$ cat config.mk
export PLATFORM = sky130hd
export DESIGN_NAME = x6ff_rr_sched_flat
export DESIGN_NICKNAME = d
export VERILOG_FILES = /design/src/rtl/x6ff_rr_sched_if.sv /design/src/rtl/x6ff_rr_sched.sv /design/src/flat_wrapper.sv
export SDC_FILE = /design/constraint.sdc
export NUM_CORES = 1
export LEC_CHECK = 0
export BUFFER_PORTS_ARGS = -buffer_cell sky130_fd_sc_hd__buf_2
export CAP_MARGIN = 20
export CORE_ASPECT_RATIO = 0.5
export CORE_MARGIN = 8
export CORE_UTILIZATION = 25
export DETAILED_ROUTE_END_ITERATION = 10
export PLACE_DENSITY = 0.58
export SLEW_MARGIN = 10
export SYNTH_ARGS = -nofsm -noshare
export SYNTH_HDL_FRONTEND = slang
export SYNTH_SLANG_ARGS = --single-unit
$ cat constraint.sdc
create_clock -name clk -period 4.1 [get_ports clk]
set_clock_uncertainty 0.05 [all_clocks]
set_input_delay 0.615 -clock clk [delete_from_list [all_inputs] [get_ports clk]]
set_output_delay 0.615 -clock clk [all_outputs]
set_load 0.01 [all_outputs]
$ cat src/rtl/x6ff_rr_sched_if.sv
// x6ff_rr_sched_if: channel-side and stream-side signals of the event-level
// round-robin scheduler. The master modport is the scheduler itself; the
// slave modport is the surrounding FIFO controllers / event builder.
interface x6ff_rr_sched_if #(
   parameter int NCH = 6,
   parameter int DW  = 32
);
   logic [NCH-1:0]    pok;       // per-channel word present on din
   logic [NCH*DW-1:0] din;       // flattened channel data, channel i at [i*DW +: DW]
   logic [NCH-1:0]    pop;       // one-hot single-cycle consume strobe
   logic [DW-1:0]     dout;      // registered merged word
   logic              dout_vld;  // dout holds a valid word
   logic              dout_rdy;  // downstream accepts dout
   logic [2:0]        dout_ch;   // channel that produced dout

   modport master (
      input  pok, din, dout_rdy,
      output pop, dout, dout_vld, dout_ch
   );

   modport slave (
      output pok, din, dout_rdy,
      input  pop, dout, dout_vld, dout_ch
   );
endinterface

$ cat src/rtl/x6ff_rr_sched.sv
// x6ff_rr_sched: event-level round-robin scheduler for six FIFO read
// controllers. A channel is held from its first word until its end-of-event
// word (bit DW-1) has been transferred, or until MAXLEN words have gone by,
// so events from different FIFOs never interleave on the output stream.
// Optional per-channel completed-event counters (evcnt port) are built when
// the macro X6FF_RR_SCHED_STATS_EN is defined.
module x6ff_rr_sched #(
   parameter int NCH    = 6,
   parameter int DW     = 32,
   parameter int MAXLEN = 256,
   parameter int LW     = 9
) (
   input  logic            clk,
   input  logic            init_,
   x6ff_rr_sched_if.master bus,
   output logic            ovf,
   output logic            busy
`ifdef X6FF_RR_SCHED_STATS_EN
   ,
   output logic [NCH*16-1:0] evcnt
`endif
);

   localparam int CW = 3;

   typedef enum logic [0:0] {
      IDLE = 1'b0,
      LOCK = 1'b1
   } state_t;

   state_t          state_reg, state_next;
   logic [CW-1:0]   rr_ptr_reg, rr_ptr_next;
   logic [CW-1:0]   cur_reg, cur_next;
   logic [LW-1:0]   wcnt_reg, wcnt_next, wcnt_inc;
   logic            ovf_reg, ovf_next;
   logic [NCH-1:0]  blank_reg;

   logic [NCH-1:0]  eligible;
   logic [NCH-1:0]  pop_vec;
   logic            free;
   logic            hit;
   logic [CW-1:0]   hit_ch;
   logic [CW-1:0]   probe;
   logic [CW-1:0]   pop_ch;
   logic            pop_req;
   logic            pop_en;
   logic            pop_eoe;
   logic [DW-1:0]   pop_word;
   logic [DW-1:0]   din_arr [NCH];

   logic [DW-1:0]   dout_reg;
   logic            dout_vld_reg;
   logic [CW-1:0]   dout_ch_reg;

   // Channel index increment with wrap NCH-1 -> 0.
   function automatic logic [CW-1:0] next_ch(input logic [CW-1:0] c);
      if (c == CW'(NCH - 1)) begin
         return '0;
      end
      return c + 1'b1;
   endfunction

   // Unflatten the channel data bus so the selected word is a plain mux.
   generate
      for (genvar gi = 0; gi < NCH; gi++) begin : g_din
         assign din_arr[gi] = bus.din[gi*DW +: DW];
      end
   endgenerate

   // A channel popped last cycle still shows its old pok, so it sits out one cycle.
   assign eligible = bus.pok & ~blank_reg;

   // The output register can take a new word when empty or being drained now.
   assign free = !dout_vld_reg || bus.dout_rdy;

   // Round-robin search: first eligible channel at or after rr_ptr, wrapping.
   always_comb begin
      hit    = 1'b0;
      hit_ch = rr_ptr_reg;
      probe  = rr_ptr_reg;
      for (int k = 0; k < NCH; k++) begin
         if (!hit && eligible[probe]) begin
            hit    = 1'b1;
            hit_ch = probe;
         end
         probe = next_ch(probe);
      end
   end

   // While locked only the owning channel may be served.
   assign pop_ch   = (state_reg == LOCK) ? cur_reg : hit_ch;
   assign pop_word = din_arr[pop_ch];
   assign pop_eoe  = pop_word[DW-1];
   assign wcnt_inc = wcnt_reg + 1'b1;

   // Next-state, grant and word-count logic for the IDLE/LOCK arbiter.
   always_comb begin
      state_next  = state_reg;
      rr_ptr_next = rr_ptr_reg;
      cur_next    = cur_reg;
      wcnt_next   = wcnt_reg;
      ovf_next    = ovf_reg;
      pop_req     = 1'b0;
      case (state_reg)
         IDLE: begin
            if (free && hit) begin
               pop_req   = 1'b1;
               cur_next  = hit_ch;
               wcnt_next = LW'(1);
               if (pop_eoe) begin
                  // Single-word event: no lock, move the pointer past it.
                  rr_ptr_next = next_ch(hit_ch);
               end else begin
                  state_next = LOCK;
               end
            end
         end
         LOCK: begin
            if (free && eligible[cur_reg]) begin
               pop_req = 1'b1;
               if (pop_eoe) begin
                  state_next  = IDLE;
                  rr_ptr_next = next_ch(cur_reg);
                  wcnt_next   = '0;
               end else if (wcnt_inc == LW'(MAXLEN)) begin
                  // Runaway event: release the channel; its remaining words
                  // will be scheduled as fresh events.
                  ovf_next    = 1'b1;
                  state_next  = IDLE;
                  rr_ptr_next = next_ch(cur_reg);
                  wcnt_next   = '0;
               end else begin
                  wcnt_next = wcnt_inc;
               end
            end
         end
         default: begin
            state_next = IDLE;
         end
      endcase
   end

   // Reset also masks the combinational strobe so no word is consumed while held.
   assign pop_en = pop_req && init_;

   generate
      for (genvar gi = 0; gi < NCH; gi++) begin : g_pop
         assign pop_vec[gi] = pop_en && (pop_ch == CW'(gi));
      end
   endgenerate

   // Arbiter state, pointer, counters and blanking mask.
   always_ff @(posedge clk or negedge init_) begin
      if (!init_) begin
         state_reg  <= IDLE;
         rr_ptr_reg <= '0;
         cur_reg    <= '0;
         wcnt_reg   <= '0;
         ovf_reg    <= 1'b0;
         blank_reg  <= '0;
      end else begin
         state_reg  <= state_next;
         rr_ptr_reg <= rr_ptr_next;
         cur_reg    <= cur_next;
         wcnt_reg   <= wcnt_next;
         ovf_reg    <= ovf_next;
         blank_reg  <= pop_vec;
      end
   end

   // Output register: load on a pop (overrides a drain), otherwise drain on accept.
   always_ff @(posedge clk or negedge init_) begin
      if (!init_) begin
         dout_reg     <= '0;
         dout_vld_reg <= 1'b0;
         dout_ch_reg  <= '0;
      end else if (pop_en) begin
         dout_reg     <= pop_word;
         dout_ch_reg  <= pop_ch;
         dout_vld_reg <= 1'b1;
      end else if (dout_vld_reg && bus.dout_rdy) begin
         dout_vld_reg <= 1'b0;
      end
   end

`ifdef X6FF_RR_SCHED_STATS_EN
   // Per-channel saturating counts of completed events (EOE word popped).
   generate
      for (genvar gi = 0; gi < NCH; gi++) begin : g_stats
         logic [15:0] evcnt_reg;

         // Count an event when this channel's EOE word is consumed.
         always_ff @(posedge clk or negedge init_) begin
            if (!init_) begin
               evcnt_reg <= '0;
            end else if (pop_vec[gi] && pop_eoe && (evcnt_reg != 16'hFFFF)) begin
               evcnt_reg <= evcnt_reg + 16'd1;
            end
         end

         assign evcnt[gi*16 +: 16] = evcnt_reg;
      end
   endgenerate
`endif

   assign bus.pop      = pop_vec;
   assign bus.dout     = dout_reg;
   assign bus.dout_vld = dout_vld_reg;
   assign bus.dout_ch  = dout_ch_reg;
   assign ovf          = ovf_reg;
   assign busy         = (state_reg == LOCK);

endmodule

$ cat src/flat_wrapper.sv
// flat-port wrapper written by rule: the top's interface ports become plain ports
module x6ff_rr_sched_flat 
#(
   parameter int NCH    = 6,
   parameter int DW     = 32,
   parameter int MAXLEN = 256,
   parameter int LW     = 9
)
  (clk, init_, ovf, busy, bus_pok, bus_din, bus_dout_rdy, bus_pop, bus_dout, bus_dout_vld, bus_dout_ch);
  x6ff_rr_sched_if #(.NCH(NCH), .DW(DW)) bus_i ();
  input  logic clk;
  input  logic init_;
  output logic ovf;
  output logic busy;
  input wire logic [$bits(bus_i.pok)-1:0] bus_pok;
  input wire logic [$bits(bus_i.din)-1:0] bus_din;
  input wire logic [$bits(bus_i.dout_rdy)-1:0] bus_dout_rdy;
  output wire logic [$bits(bus_i.pop)-1:0] bus_pop;
  output wire logic [$bits(bus_i.dout)-1:0] bus_dout;
  output wire logic [$bits(bus_i.dout_vld)-1:0] bus_dout_vld;
  output wire logic [$bits(bus_i.dout_ch)-1:0] bus_dout_ch;
  assign bus_i.pok = bus_pok;
  assign bus_i.din = bus_din;
  assign bus_i.dout_rdy = bus_dout_rdy;
  assign bus_pop = bus_i.pop;
  assign bus_dout = bus_i.dout;
  assign bus_dout_vld = bus_i.dout_vld;
  assign bus_dout_ch = bus_i.dout_ch;
  x6ff_rr_sched #(.NCH(NCH), .DW(DW), .MAXLEN(MAXLEN), .LW(LW)) u_core (.clk(clk), .init_(init_), .bus(bus_i), .ovf(ovf), .busy(busy));
endmodule
==> results of run 1 <==
[worst max-delay path, delay by kind of cell (launching register included)]
family	cells	cell delay, ps
simple gates	4	1420
compound gates	6	1400
flops	1	480
mux	1	350
buf+inv	1	190
[layout by cell type (no fill, tap or decap), drive strengths merged, types with 9 or more instances in the layout]
master	instances
nand2	89
buf	315
nor2	26
clkbuf	9
a21oi	46
nor3	10
a211oi	9
mux2i	95
dfrtp	59
nand2b	10
o21ai	26
a221o	32
[worst paths after layout]
kind,start,endpoint,slack [ps],cells past startpoint
min reg2reg,u_core.ovf,u_core.ovf,420,1
max reg2reg,u_core.rr_ptr_reg[0],u_core.rr_ptr_reg[0],90,12
max in group asynchronous,init_,u_core.rr_ptr_reg[1],2990,2
min in group asynchronous,init_,u_core.busy,460,2
max,u_core.rr_ptr_reg[0],u_core.rr_ptr_reg[0],90,12
min,u_core.ovf,u_core.ovf,420,1
[stage by stage]
| step | instance area [µm²] | util, % | setup TNS [ps] | instances |
|---|---|---|---|---|
| 3_5_place_dp | 6980 | 34.4 | -136 | 1114 |
| 3_3_place_gp | 6980 | 34.4 | -15.3 | 1114 |
| 2_1_floorplan | 5100 | - | 0 | 584 |
| 6_report | 7600 | 37.5 | 0 | 1140 |
| 4_1_cts | 7360 | 36.3 | -20.5 | 1133 |
| 5_1_grt | 7600 | 37.5 | -38.2 | 1140 |
[power breakdown]
part           total [mW]  internal [mW]  leakage (nW)  switching [mW]
combinational        6.00           2.75          2.95            3.25
sequential           1.02          0.824         0.755           0.200
clock               0.836          0.536         0.152           0.300
[cell families (layout without fill, tap and decap cells)]
kind of cell	Yosys count	in the layout	share of synthesized area [%]
multiplexers	103	103	20.7
flip-flops	59	59	29.0
AO/OA/AOI/OAI	175	175	26.1
XOR/XNOR	1	1	0.172
buffers and inverters	52	335	4.74
adder cells (fa/ha/maj)	1	1	0.246
AND/OR/NAND/NOR	193	193	19.1
[cell type report]
| class | count | share of cell area (%) |
|---|---|---|
| clock buffers | 9 | 2.96 |
| clock inverters | 7 | 1.33 |
| inverters | 4 | 0.198 |
| multi-input cells | 473 | 47.6 |
| flip-flops and latches | 59 | 19.5 |
| well taps | 273 | 4.50 |
| repair buffers | 315 | 24.0 |
[metal layers]
metal | wire length (µm) | part of all wire, % | global-route usage, %
met1 | 9020 | 43 | 19.1
met2 | 10800 | 52 | 28.2
met3 | 818 | 3.9 | 2.49
met4 | 272 | 1.3 | 4.01
met5 | 0 | 0 | 0
[what timing repair did]
action                                  CTS  global route
endpoints found under the setup margin    6            19
setup buffers                             3             7
gates resized for setup                   8            34
pin swaps                                 2             9
endpoints found under the hold margin     0             0
==> flow_metrics.py, run 1 <==
metrics = {
    "timing": {
        "relSlewSlack_pct": 35.8,
        "period_share_pct": 97.8,
        "drv_slew": 0,
        "fmax_ghz": 0.249,
        "layout_setup_ws_ps": 89.6,
        "period_needed_ps": 4010,
        "finalHoldViolations": 0,
        "whs_ps": 425,
        "finalSetupViolCount": 0,
        "worst_pin_slew_ps": 963,
    },
    "global_routing": {
        "antenna_found_initial": 0,
        "grt_usage_pct": 15.5,
        "grt_pass1_vias": 5843,
        "gr-total-overflow": 0,
        "grt_pass1_wl_um": 31600,
        "grt_max_degree": 60,
    },
    "die": {
        "die_h_um": 117,
        "core_area_um2": 20300,
        "start_util_pct": 25.1,
        "ios": 245,
        "die_area_um2": 25500,
        "die-width_um": 218,
        "rows": 37,
    },
    "finish": {
        "nFillCells": 2099,
        "drive_above_1_share_pct": 44.2,
        "diodes": 0,
        "area_growth_pct": 49.2,
        "nets": 1064,
        "largest_reg_flops": 32,
        "regArea_um2": 1480,
        "multiInputGateArea_um2": 3610,
    },
    "yosys": {
        "syn-num-nets": 786,
        "netlist.area_leader.share_pct": 29.0,
        "synth-main-ff-cell": "dfrtp_1",
        "synth_edf_count": 0,
        "ys_top_cells_by_area": "dfrtp_1 29%, mux2i_1 19%, nand2_1 6.6%, a221o_1 6.3%, a21oi_1 4.5%",
        "synth_top_area_cell": "dfrtp_1",
        "synth_cell_type_count": 75,
        "syn_area_um2": 5090,
        "ys_ff_latch": 59,
        "synth.most_common_cell": "mux2i_1",
        "synth_area_per_cell_um2": 8.72,
        "synth_warnings": 0,
        "async_flop_share_pct": 100,
        "yosys-top-cells-count": "95 x mux2i_1, 89 x nand2_1, 59 x dfrtp_1, 46 x a21oi_1, 32 x a221o_1",
        "yosysSeqAreaShare_pct": 29.0,
        "syn_inst": 584,
    },
    "clock_tree": {
        "clock_latency_ps": 330,
        "postCtsHoldBufs": 0,
        "cts-htree-levels": 3,
        "clock-sinks": 59,
        "clk_path_buf_depth": 2,
        "cts_tree": "done",
        "cts_buffers": 9,
        "cts-root-buf": "clkbuf_16",
        "cts.clk_slew.worst_paths_ps": 60,
    },
    "job": {
        "cap_violations": 0,
    },
    "setup_path": {
        "cp_slowest_cell": "or4_4",
        "path_class": "register to register",
        "arrival_ps": 4170,
        "max_stage_delay_ps": 570,
        "cp_max_fo": 6,
        "cp-end-kind": "register",
        "required_ps": 4260,
        "cp-start-kind": "register",
        "crit_chain": "buf_4 -> and4b_1 -> or4_4 -> o311ai_2 -> a32oi_1 -> a211oi_2 -> o32ai_4 -> nor2_1 -> o32ai_1 -> or3_4 -> a32oi_4 -> mux2_1",
    },
    "status": {
        "outcome": "finished clean",
    },
    "min_path": {
        "hold_class": "register to register",
    },
    "place": {
        "hpwl_um": 16200,
        "place_ws_ps": -33.9,
        "io_buffer_count": 244,
        "gp_congestion": 0.896,
    },
    "power_and_ir_drop": {
        "powerDensity_nw_per_um2": 1030,
        "report.power.total_mw": 7.86,
        "vdd_drop_max_mv": 0.353,
        "p_leak_nw": 3.86,
    },
    "detailed_routing": {
        "viasPerCell": 5.04,
        "wirelength_um": 21000,
        "drc": 0,
        "vias": 5740,
        "drt_iter0_markers": 340,
        "drtAntennaViolNets": 0,
        "firstDrtPassIters": 5,
        "routedWlPerCell_um": 18.4,
    },
}
Power figures use the tool's default switching activity.
==> inputs of run 2 (changes only) <==
--- a/config.mk
+++ b/config.mk
@@ -8,10 +8,11 @@
 export BUFFER_PORTS_ARGS = -buffer_cell sky130_fd_sc_hd__buf_2
 export CAP_MARGIN = 20
 export CORE_ASPECT_RATIO = 0.5
-export CORE_MARGIN = 8
+export CORE_MARGIN = 10
 export CORE_UTILIZATION = 25
 export DETAILED_ROUTE_END_ITERATION = 10
 export PLACE_DENSITY = 0.58
+export SKIP_CTS_REPAIR_TIMING = 1
 export SLEW_MARGIN = 10
 export SYNTH_ARGS = -nofsm -noshare
 export SYNTH_HDL_FRONTEND = slang
==> flow_metrics.py, run 2 (synthesis gave the netlist of run 1 again) <==
metrics = {
    "status": {
        "outcome": "finished clean",
    },
    "clock_tree": {
        "clock_latency_ps": 330,
        "cts-root-buf": "clkbuf_16",
        "cts_tree": "done",
        "cts.clk_slew.worst_paths_ps": 60,
        "cts_buffers": 9,
        "clk_path_buf_depth": 2,
        "clock-sinks": 59,
        "cts-htree-levels": 3,
    },
    "finish": {
        "final_cell_mix": "243 x buf_2, 95 x mux2i_1, 88 x nand2_1",
        "final_util_pct": 37.4,
        "drive_above_1_share_pct": 42.6,
        "diodes": 0,
        "instances_no_fill": 1126,
        "nets": 1057,
        "multiInputGateArea_um2": 3520,
        "area_growth_pct": 45.0,
        "regArea_um2": 1480,
        "final_common_cell": "buf_2",
        "largest_reg_flops": 32,
        "nFillCells": 2062,
    },
    "power_and_ir_drop": {
        "vdd_drop_max_mv": 0.510,
        "report.power.total_mw": 7.43,
        "p_leak_nw": 3.76,
        "powerDensity_nw_per_um2": 1010,
    },
    "die": {
        "rows": 36,
        "start_util_pct": 25.8,
        "die-width_um": 222,
        "core_area_um2": 19700,
        "ios": 245,
        "die_h_um": 121,
        "die_area_um2": 26800,
    },
    "global_routing": {
        "grt_pass1_wl_um": 32900,
        "antenna_found_initial": 0,
        "grt_pass1_vias": 5942,
        "grt_usage_pct": 15.0,
        "gr-total-overflow": 0,
        "grt_max_degree": 60,
    },
    "detailed_routing": {
        "viasPerCell": 5.00,
        "drt_iter0_markers": 328,
        "firstDrtPassIters": 5,
        "wirelength_um": 21200,
        "vias": 5626,
        "routedWlPerCell_um": 18.9,
        "drtAntennaViolNets": 0,
        "drc": 0,
    },
    "timing": {
        "period_needed_ps": 4090,
        "fmax_ghz": 0.245,
        "drv_slew": 0,
        "finalSetupViolCount": 0,
        "rsz0062_at_grt": "true",
        "period_share_pct": 99.7,
        "relSlewSlack_pct": 49.1,
        "worst_pin_slew_ps": 764,
        "setup_tns_ps": 0,
        "whs_ps": 424,
        "finalHoldViolations": 0,
    },
    "place": {
        "hpwl_um": 16900,
        "placed_cells": 1107,
        "gp_congestion": 0.878,
        "io_buffer_count": 244,
    },
    "setup_path": {
        "max_stage_delay_ps": 490,
        "cp_max_fo": 7,
        "path_class": "register to output pin",
        "crit_chain": "or3b_4 -> o221a_1 -> a22o_2 -> o21bai_1 -> mux2_2 -> o32a_2 -> o32a_4 -> nor3_4 -> buf_2",
        "cpLargestDelayFamily": "compound AO/OA/AOI/OAI gates",
        "required_ps": 3430,
        "arrival_ps": 3420,
        "cp-start-kind": "register",
        "critPathBufInv": 1,
        "cp_slowest_cell": "dfrtp_2",
        "cp-end-kind": "output pin",
    },
    "min_path": {
        "hold_class": "primary input to asynchronous set/reset pin",
    },
    "job": {
        "cap_violations": 0,
    },
}
run 2: changes by cell type in the layout (fill, tap and decap cells not counted), sizes merged:
cell      change
buf           -7
clkinvlp      +2
inv           -1
bufinv        -2
clkinv        +1
run 2: metal layers:
| layer | vias up | track usage (%) | part of all wire, % |
|---|---|---|---|
| met5 | - | 0 | 0 |
| met1 | 2664 | 17.8 | 42 |
| li1 | 2758 | - | - |
| met4 | 0 | 4.22 | 1.8 |
| met2 | 174 | 27.6 | 52 |
| met3 | 30 | 2.50 | 4.3 |
run 2: metrics by stage:
stage / setup WS, ps / cell area (µm²)
after floorplan: 20.9 / 5100
after global placement: 23.1 / 6970
after detailed placement: -15.4 / 6970
after CTS: -340 / 7240
after global routing: -103 / 7380
final: 12.4 / 7380
run 2: path summary, 6_finish.rpt:
| kind | startpoint | endpoint | cells past startpoint | slack [ps] |
|---|---|---|---|---|
| max reg2reg | u_core.rr_ptr_reg[0] | u_core.rr_ptr_reg[0] | 13 | 60 |
| min | init_ | u_core.busy | 2 | 420 |
| min reg2reg | u_core.ovf | u_core.ovf | 1 | 430 |
| max | u_core.rr_ptr_reg[0] | bus_pop[4] | 9 | 10 |
| max in group asynchronous | init_ | u_core.rr_ptr_reg[1] | 2 | 3020 |
| min in group clk | u_core.ovf | u_core.ovf | 1 | 430 |
run 2: power by group:
group | internal, mW | switching (mW)
combinational | 2.60 | 3.11
clock | 0.405 | 0.278
sequential | 0.827 | 0.212
total | 3.83 | 3.60
run 2: area by class of cell:
| class | count | area share [%] |
|---|---|---|
| Multi-Input combinational cell | 473 | 47.7 |
| Timing Repair Buffer | 308 | 23.9 |
| Sequential cell | 59 | 20.1 |
| Tap cell | 266 | 4.51 |
| Clock buffer | 9 | 3.05 |
| Clock inverter | 7 | 0.610 |
| Inverter | 4 | 0.203 |
==> inputs of run 3 (changes only) <==
--- a/config.mk
+++ b/config.mk
@@ -7,7 +7,6 @@
 export LEC_CHECK = 0
 export BUFFER_PORTS_ARGS = -buffer_cell sky130_fd_sc_hd__buf_2
 export CAP_MARGIN = 20
-export CORE_ASPECT_RATIO = 0.5
 export CORE_MARGIN = 10
 export CORE_UTILIZATION = 25
 export DETAILED_ROUTE_END_ITERATION = 10
==> flow_metrics.py, run 3 (synthesis gave the netlist of run 1 again) <==
metrics = {
    "timing": {
        "worst_pin_slew_ps": 774,
        "period_needed_ps": 4040,
        "finalSetupViolCount": 0,
        "layout_setup_ws_ps": 61.3,
        "drv_slew": 0,
        "rsz0062_at_grt": "true",
        "finalHoldViolations": 0,
        "fmax_ghz": 0.248,
        "relSlewSlack_pct": 48.4,
        "period_share_pct": 98.5,
    },
    "finish": {
        "area_growth_pct": 49.6,
        "final_common_cell": "buf_2",
        "multiInputGateArea_um2": 3630,
        "nFillCells": 2063,
        "drive_above_1_share_pct": 44.5,
        "regArea_um2": 1480,
        "largest_reg_flops": 32,
        "nets": 1063,
        "final_cell_mix": "244 x buf_2, 95 x mux2i_1, 88 x nand2_1",
    },
    "setup_path": {
        "critPathBufInv": 1,
        "arrival_ps": 3370,
        "max_stage_delay_ps": 480,
        "crit_top_cell": "o32a_4",
        "cp-start-kind": "register",
        "path_class": "register to output pin",
        "cp_max_fo": 7,
        "crit_chain": "or3b_4 -> o221a_4 -> a22o_4 -> o21bai_4 -> mux2_4 -> o32a_4 -> o32a_4 -> nor3_4 -> buf_2",
        "cpLargestDelayFamily": "compound AO/OA/AOI/OAI gates",
        "cp-end-kind": "output pin",
        "required_ps": 3430,
        "cp_slowest_cell": "dfrtp_2",
    },
    "place": {
        "gp_congestion": 0.929,
        "io_buffer_count": 244,
        "place_ws_ps": -38.2,
        "hpwl_um": 17000,
    },
    "clock_tree": {
        "cts_tree": "done",
        "clock_latency_ps": 330,
        "cts.clk_slew.worst_paths_ps": 50,
        "clock-sinks": 59,
        "cts-htree-levels": 3,
        "clk_path_buf_depth": 2,
        "cts_buffers": 9,
        "cts-root-buf": "clkbuf_16",
    },
    "power_and_ir_drop": {
        "powerDensity_nw_per_um2": 1020,
        "vdd_drop_max_mv": 0.611,
        "p_leak_nw": 3.86,
        "report.power.total_mw": 7.80,
    },
    "detailed_routing": {
        "drtAntennaViolNets": 0,
        "routedWlPerCell_um": 18.6,
        "drc": 0,
        "drt_iter0_markers": 234,
        "vias": 5700,
        "wl_met3_um": 1510,
        "wl_met2_um": 10800,
        "top_layer": "met5",
        "firstDrtPassIters": 4,
        "wirelength_um": 21100,
        "met1_length_um": 8280,
        "viasPerCell": 5.02,
    },
    "global_routing": {
        "grt_max_degree": 60,
        "antenna_found_initial": 2,
        "gr-total-overflow": 0,
        "grt_pass1_vias": 5925,
        "grt_pass1_wl_um": 32100,
        "grt_usage_pct": 15.2,
    },
    "die": {
        "start_util_pct": 25.3,
        "ios": 245,
        "rows": 52,
        "die-width_um": 163,
        "core_area_um2": 20100,
        "die_h_um": 163,
        "die_area_um2": 26500,
    },
    "status": {
        "outcome": "finished clean",
    },
    "job": {
        "cap_violations": 0,
    },
    "min_path": {
        "hold_class": "register to register",
    },
}
## run 3: cell types whose count changed in the layout (fill, tap and decap cells not counted), moves of 3 or more
| cell | previous run | this run |
|---|---|---|
| buf_12 | 4 | 7 |
| clkbuf_8 | 0 | 4 |
| buf_4 | 59 | 62 |
| clkinv_2 | 3 | 0 |
| clkinvlp_4 | 4 | 0 |
## run 3: final timing paths
kind | startpoint | endpoint | slack, ps | depth (start not counted)
max in group asynchronous | init_ | u_core.rr_ptr_reg[0] | 3020 | 2
min in group asynchronous | init_ | u_core.wcnt_reg[7] | 450 | 2
setup / recovery | u_core.rr_ptr_reg[0] | bus_pop[4] | 60 | 9
hold reg to reg | u_core.ovf | u_core.ovf | 410 | 1
setup reg to reg | u_core.rr_ptr_reg[0] | u_core.rr_ptr_reg[1] | 130 | 14
hold / removal | u_core.ovf | u_core.ovf | 410 | 1
## run 3: metrics by stage
step | area, µm² | std cells | util [%] | hold slack (ps) | TNS, ps
floorplan | 5100 | 584 | - | 269 | 0
global placement | 6980 | 1109 | 34.7 | 394 | -41.1
detailed placement | 6980 | 1109 | 34.7 | 399 | -105
CTS | 7300 | 1124 | 36.3 | 410 | -1980
global route | 7610 | 1135 | 37.9 | 423 | -118
finish | 7620 | 1136 | 37.9 | 411 | 0
## run 3: area by class of cell
| cell class | instances | area share (%) |
|---|---|---|
| Clock inverter | 1 | 0.394 |
| Tap cell | 270 | 4.44 |
| Timing Repair Buffer | 314 | 24.1 |
| Multi-Input combinational cell | 473 | 47.7 |
| Clock buffer | 14 | 3.73 |
| Inverter | 4 | 0.197 |
| Antenna cell | 1 | 0.0329 |
| Sequential cell | 59 | 19.4 |
## run 3: per-layer routing
metal  vias to the layer above  track usage (%)
li1                       2768                -
met1                      2658             17.0
met2                       235             26.7
met3                        37             4.55
met4                         2             5.37
met5                         -                0
## run 3: power by group
part           switching, mW  internal, mW
registers              0.219         0.824
logic                   3.17          2.80
clock network          0.263         0.533
total                   3.65          4.16
